## src/rtl/dmem_access_ctrl.sv

```systemverilog
// Data-memory access controller for the MEM stage.
// Converts a load/store held in EX/MEM into a req/ack transaction on a
// variable-latency memory port, stalls the pipeline while the access is
// outstanding, and presents load data to MEM/WB on data_o.
//
// Memory handshake: mem_req_o is raised with mem_we_o/mem_addr_o/mem_wdata_o
// and all four are held stable until the memory answers with a single-cycle
// mem_ack_i pulse (read data valid in that same cycle) or until TIMEOUT
// request cycles pass without an answer, in which case the access is aborted
// and bus_err_o latches. mem_ack_i outside an outstanding request is ignored.
module dmem_access_ctrl #(
  parameter int TIMEOUT = 16,
  parameter int CNT_W   = 8
) (
  input  logic        clk_i,
  input  logic        rst_i,
  input  logic        MemRead_i,
  input  logic        MemWrite_i,
  input  logic [31:0] addr_i,
  input  logic [31:0] wdata_i,
  output logic        mem_req_o,
  output logic        mem_we_o,
  output logic [31:0] mem_addr_o,
  output logic [31:0] mem_wdata_o,
  input  logic        mem_ack_i,
  input  logic [31:0] mem_rdata_i,
  output logic [31:0] data_o,
  output logic        stall_o,
  output logic        misalign_o,
  output logic        bus_err_o,
  output logic [1:0]  dbg_state_o
);

  typedef enum logic [1:0] {
    S_IDLE = 2'd0,
    S_WAIT = 2'd1,
    S_DONE = 2'd2
  } state_t;

  // Last count value of a WAIT sequence: count runs 0..TIMEOUT-1.
  localparam logic [CNT_W-1:0] LAST_CNT = CNT_W'(TIMEOUT - 1);

  state_t           state;
  state_t           state_nxt;
  logic [CNT_W-1:0] count;
  logic [CNT_W-1:0] count_nxt;

  logic             req_nxt;
  logic             we_nxt;
  logic [31:0]      addr_nxt;
  logic [31:0]      wdata_nxt;
  logic [31:0]      data_nxt;
  logic             misalign_nxt;
  logic             bus_err_nxt;

  logic             access;
  logic             aligned;
  logic             start;
  logic             bad_align;

  // Decode of the request currently sitting in EX/MEM.
  always_comb begin
    access    = MemRead_i | MemWrite_i;
    aligned   = (addr_i[1:0] == 2'b00);
    start     = access & aligned;
    bad_align = access & ~aligned;
  end

  // Stall covers the launch cycle in IDLE and every WAIT cycle; reset forces
  // it low so the pipeline is released in the same cycle reset is applied.
  always_comb begin
    stall_o = 1'b0;
    if (!rst_i) begin
      if (state == S_WAIT) begin
        stall_o = 1'b1;
      end else if (state == S_IDLE) begin
        stall_o = start;
      end
    end
  end

  // Next-state and next-output logic of the access FSM.
  always_comb begin
    state_nxt    = state;
    count_nxt    = count;
    req_nxt      = mem_req_o;
    we_nxt       = mem_we_o;
    addr_nxt     = mem_addr_o;
    wdata_nxt    = mem_wdata_o;
    data_nxt     = data_o;
    misalign_nxt = 1'b0;
    bus_err_nxt  = bus_err_o;

    case (state)
      S_IDLE: begin
        if (start) begin
          // Both MemRead_i and MemWrite_i high resolves to a write.
          addr_nxt  = {addr_i[31:2], 2'b00};
          wdata_nxt = wdata_i;
          we_nxt    = MemWrite_i;
          req_nxt   = 1'b1;
          count_nxt = '0;
          state_nxt = S_WAIT;
        end else if (bad_align) begin
          // Misaligned access is dropped: flag it and zero the load data.
          misalign_nxt = 1'b1;
          data_nxt     = 32'h0;
        end
      end

      S_WAIT: begin
        if (mem_ack_i) begin
          // Ack beats a timeout landing in the same cycle.
          req_nxt = 1'b0;
          if (!mem_we_o) begin
            data_nxt = mem_rdata_i;
          end
          state_nxt = S_DONE;
        end else if (count == LAST_CNT) begin
          req_nxt     = 1'b0;
          data_nxt    = 32'h0;
          bus_err_nxt = 1'b1;
          state_nxt   = S_DONE;
        end else begin
          count_nxt = count + CNT_W'(1);
        end
      end

      S_DONE: begin
        // One unstalled cycle so MEM/WB captures data_o and EX/MEM advances.
        state_nxt = S_IDLE;
      end

      default: begin
        state_nxt = S_IDLE;
        req_nxt   = 1'b0;
      end
    endcase
  end

  // State, counter and registered outputs; async reset drops the request at once.
  always_ff @(posedge clk_i or posedge rst_i) begin
    if (rst_i) begin
      state       <= S_IDLE;
      count       <= '0;
      mem_req_o   <= 1'b0;
      mem_we_o    <= 1'b0;
      mem_addr_o  <= 32'h0;
      mem_wdata_o <= 32'h0;
      data_o      <= 32'h0;
      misalign_o  <= 1'b0;
      bus_err_o   <= 1'b0;
    end else begin
      state       <= state_nxt;
      count       <= count_nxt;
      mem_req_o   <= req_nxt;
      mem_we_o    <= we_nxt;
      mem_addr_o  <= addr_nxt;
      mem_wdata_o <= wdata_nxt;
      data_o      <= data_nxt;
      misalign_o  <= misalign_nxt;
      bus_err_o   <= bus_err_nxt;
    end
  end

  // Debug view of the FSM state.
  always_comb begin
    dbg_state_o = state;
  end

endmodule

```

## config.mk

```make
export PLATFORM = sky130hd
export DESIGN_NAME = dmem_access_ctrl
export DESIGN_NICKNAME = d
export VERILOG_FILES = /design/src/rtl/dmem_access_ctrl.sv
export SDC_FILE = /design/constraint.sdc
export NUM_CORES = 1
export LEC_CHECK = 0
export CAP_MARGIN = 20
export CORE_ASPECT_RATIO = 0.8
export CORE_UTILIZATION = 56
export CTS_BUF_LIST = sky130_fd_sc_hd__clkbuf_8 sky130_fd_sc_hd__clkbuf_16
export CTS_CLUSTER_SIZE = 10
export DETAILED_ROUTE_END_ITERATION = 12
export DONT_BUFFER_PORTS = 1
export PLACE_DENSITY_LB_ADDON = 0.25
export RECOVER_POWER = 100
export SLEW_MARGIN = 10
export SYNTH_ARGS = -nofsm -noshare
export SYNTH_HDL_FRONTEND = slang
export SYNTH_SLANG_ARGS = --single-unit
```

## constraint.sdc

```tcl
create_clock -name clk_i -period 3.2 [get_ports clk_i]
set_input_delay 0.64 -clock clk_i [delete_from_list [all_inputs] [get_ports clk_i]]
set_output_delay 0.64 -clock clk_i [all_outputs]
set_load 0.01 [all_outputs]
```

; ---- Yosys cells after proc, flatten, opt, wreduce, memory -nomap -nowiden
; Cells that the tools add are included.
; W data, S select, Z words.
[totals]
ff_bits = 108
inputBits = 101
wordCells = 59
[classes]
addsub = 1
n_eq_ne = 10
muxes = 24
bitwise_logic = 6
reduce_logical = 9
[op_table]
columns = operator, n
row1 = $mux W32, 5
row2 = $pmux W32 S2, 1
row3 = $mux W8, 3
row4 = $pmux W8 S2, 1
row5 = $ne A2 B2 Y1 const B, 5
row6 = $mux W1, 9
row7 = $add A8 B1 Y8 const B, 1
row8 = $eq A8 B4 Y1 const B, 1
row9 = $mux W2, 3
row10 = $reduce_and A3 Y1, 2
row11 = $reduce_and A5 Y1, 1
row12 = $logic_not A2 Y1, 2
row13 = $pmux W2 S2, 1
row14 = $reduce_and A2 Y1, 2
row15 = $reduce_and A4 Y1, 1
row16 = $ne A3 B2 Y1 const B, 1
row17 = $ne A3 B3 Y1 const B, 1
row18 = $not A1 Y1, 3
row19 = $pmux W1 S3, 1
row20 = $and A1 B1 Y1, 2
row21 = $eq A2 B1 Y1 const B, 1
row22 = $eq A2 B2 Y1 const B, 1
row23 = $reduce_bool A2 Y1, 1
row24 = $or A1 B1 Y1, 1

; ---- Depth between registers and ports, before layout
[depth]
depth_word = 6
mapped_depth = 7
depth_no_buf = 5

; ---- Least setup slack after synthesis
; Ideal clock, no wire load.
[synth_timing]
path_type = input -> register
from = in addr_i[1]
to = reg mem_addr_o[12]
setup_time_ps = 127
arrival_ps = 1894
setup_slack_ps = 1178
path_stages = 6
n_path_buf = 3
path_cell_list = nor2_1 > or4b_1 > clkbuf_1 > buf_4 > buf_6 > mux2_1
[synth_via]
elab_chain_len = 3
[synth_rtl]
columns = item, line_no
row1 = start: declaration, 19  ; input logic [31:0] addr_i,
row2 = $logic_not A2 Y1, 64  ; aligned = (addr_i[1:0] == 2'b00);
row3 = $and A1 B1 Y1, 65  ; start = access & aligned;
row4 = $reduce_and A2 Y1 (no source line), --
row5 = end signal: assignment, 158  ; mem_addr_o <= addr_nxt;
row6 = end: declaration, 23  ; output logic [31:0] mem_addr_o,
; Every way passes these cells.
; A chain may end at the register's enable or synchronous reset.

; ---- Worst setup path in the final report
[layout_timing]
from = reg state[1], in the netlist dbg_state_o[1]
to = reg data_o[2]
[layout_via]
elab_chain_len = 3
word_cells_on_any_way = 9
[layout_rtl]
columns = item, line_no
row1 = start: declaration, 43  ; state_t state;
row2 = start signal: assignment, 154  ; state <= state_nxt;
row3 = $eq A2 B1 Y1 / $logic_not A2 Y1 (equally long branches), 94  ; case (state)
row4 = $ne A3 B3 Y1 (no source line) (tied with other cells), --
row5 = $reduce_and A5 Y1 (no source line), --
row6 = end signal: assignment, 160  ; data_o <= data_nxt;
row7 = end: declaration, 27  ; output logic [31:0] data_o,
; Parallel ways exist; a longest one is shown, timed or not.

==> results.toml <==
[timing]
max_slew.worst_pin.slew_ns = 1.32
fin_crit_ns = 2.33
relSlewSlack_pct = 12.0
setup_viol = 0
period_share_pct = 72.9
hold_viol_final = 0
fin_skew_ns = 0.00853
hold-worst-slack_ns = 0.367
fmax_ghz = 0.429
rsz0062_at_grt = "no"
fin_setup_tns_ns = 0
fin_ws_ns = 0.867
slew_viol_final = 0

[layout]
area_growth_pct = 5.21
final_cells = 368
multiInputGateArea_sq_um = 1350
regArea_sq_um = 2700
fillers = 545
layout-drive-gt1-share_pct = 29.5
n_antenna_cell = 0
final_nets = 378

[route]
top_layer = "met4"
viasPerCell = 6.27
dr.pass1.iters = 4
ant_nets = 0
wl_per_cell_um = 22.1
dr_wl_met2_um = 3980
remaining_drc_errors = 0
totalWireLength_um = 8120
dr_wl_met3_um = 840
vias = 2308
met1_length_um = 3150
drt_iter0_drc = 82

[global_route]
grt_use_total_pct = 21.4
antenna_found_initial = 0
grt_pass1_wl_um = 12300
grt_max_degree = 83
overflow = 0
grt_pass1_vias = 2333

[clocking]
cts_sinks = 108
root_buffer = "clkbuf_8"
tritoncts = "yes"
postCtsSetupRepairBufs = 0
holdBufCountCts = 0
cts_made_buffers = 9
cts.repair.resized = 0
insertion_delay_ns = 0.37
path_clk_slew_ns = 0.10
htreeDepth = 3
cts_buffer_depth = 2

[yosys]
yosys.cell_types.count = 37
synth_edf_count = 0
synth_area_sq_um = 4180
yosys_warnings = 0
post-synth-top-count-cell = "dfrtp_1"
synthTopCellsByCount = "dfrtp_1, mux2_2, a22o_1, nor2_1"
synth_ff_type = "dfrtp_1"
synthTopCellsByArea = "dfrtp_1, mux2_2, a22o_1"
synth_seq_cells = 108
async_reset_ff_share_pct = 100
synth_top_area_share_pct = 64.6
synthCells = 278
ys_seq_area_share_pct = 64.6
synth_largest_area_cell = "dfrtp_1"
syn_avg_cell_area_sq_um = 15.0

[worst_setup_path]
cp_num_buf_inv = 0
slowest_delay_ns = 1.01
crit_fanout = 32
path_cells = "nand2b_1 > a21oi_1 > o21ai_2 > a22o_1"
crit_required_ns = 3.50
worstPathArrival_ns = 2.63
cp_slowest_cell = "o21ai_2"
timing.rr.start = "dbg_state_o[1]$_DFFE_PP0P_"
start_kind = "register"
critPathLaunch = "dbg_state_o[1]$_DFFE_PP0P_"
critical_path_class = "register to register"
cp-end-kind = "register"
cp_top_family = "compound AO/OA/AOI/OAI gates"

[floorplan]
rows = 27
num_io_pins = 204
core_area_sq_um = 7060
die_h_um = 79.3
start_util_pct = 59.2
die_w_um = 98.6
die_area_sq_um = 7820

[placed_design]
port_buffers = 0
globalplace.congestion = 0.744
pre_cts_slack_ns = 0.911
placed_cells = 352
hpwl_um = 5730

[status]
status = "complete, no violations"

[pwr]
p_leak_nw = 1.99
ir_drop_mv = 0.381
powerDensity_nw_per_um2 = 743

[flow_run]
drv_cap = 0

[min_path]
hold_path_class = "input port to asynchronous set/reset pin"
==> logic make-up after synthesis <==
kind of cell / count (synthesis) / share of synthesized area [%]
DFF: 108 / 64.6
muxes: 63 / 17.0
AOI/OAI and AO/OA: 54 / 10.7
and+or+nand+nor: 32 / 4.13
buffers and inverters: 19 / 3.20
adders and majority gates: 1 / 0.299
other: 1 / 0.0897
==> metal layers <==
| metal | up-vias | GRT usage [%] |
|---|---|---|
| met5 | - | 0 |
| met3 | 12 | 9.68 |
| met4 | 0 | 8.96 |
| li1 | 1002 | - |
| met2 | 137 | 34.3 |
| met1 | 1157 | 25.1 |
==> path summary, 6_finish.rpt <==
| path | endpoint | slack [ns] | depth (start not counted) |
|---|---|---|---|
| setup / recovery | data_o[2]$_DFFE_PP0P_ | 0.87 | 4 |
| hold / removal | mem_wdata_o[3]$_DFFE_PP0P_ | 0.37 | 1 |
| setup reg to reg | data_o[2]$_DFFE_PP0P_ | 0.87 | 4 |
| hold reg to reg | count[7]$_DFFE_PP0P_ | 0.49 | 1 |
| max in group asynchronous | mem_addr_o[20]$_DFFE_PP0P_ | 1.92 | 2 |
| min in group clk_i | data_o[24]$_DFFE_PP0P_ | 0.40 | 1 |
==> power by group <==
part / switching [W] / leakage [nW] / total [W] / internal [W]
Combinational: 0.000193 / 0.530 / 0.000435 / 0.000242
Sequential: 0.000356 / 1.35 / 0.00202 / 0.00166
Clock: 0.000436 / 0.104 / 0.000819 / 0.000383
==> area by class of cell <==
class	count	area share [%]
Clock buffer	10	3.13
Tap cell	87	2.47
Timing Repair Buffer	2	0.626
Inverter	3	0.284
Sequential cell	108	61.4
Multi-Input combinational cell	152	30.6
Clock inverter	6	1.45
==> state kept, by name, summed over array words and instances (netlist names) <==
| name | cells |
|---|---|
| dbg_state_o | 2 |
| data_o | 32 |
| bus_err_o | 1 |
| mem_wdata_o | 32 |
| mem_req_o | 1 |
| mem_addr_o | 30 |
| mem_we_o | 1 |
| misalign_o | 1 |
| count | 8 |
==> through the flow <==
stage	power (W)	util, %	area [sq um]
6_report	0.00327	62.3	4400
5_1_grt	0.00343	62.3	4400
4_1_cts	0.00332	62.5	4410
3_5_place_dp	0.00250	59.6	4210
3_3_place_gp	0.00247	59.6	4210
2_1_floorplan	0.00238	-	4190
==> layout by cell type, fill, tap and decap left out, types with 2 or more instances in the layout <==
cell and n:
dfrtp_1 108, a22o_2 2, mux2_1 6, a22o_1 30, a21oi_1 6, mux2_2 57, conb_1 2, a21boi_0 2
nand3_1 6, clkbuf_8 10, nor4_1 2, a2bb2oi_1 2, o21a_1 3, o21ai_0 3, inv_1 3, nor2_1 8
nor3_1 2, nand2_1 5
Note: power is estimated with default switching activity, not from simulation.
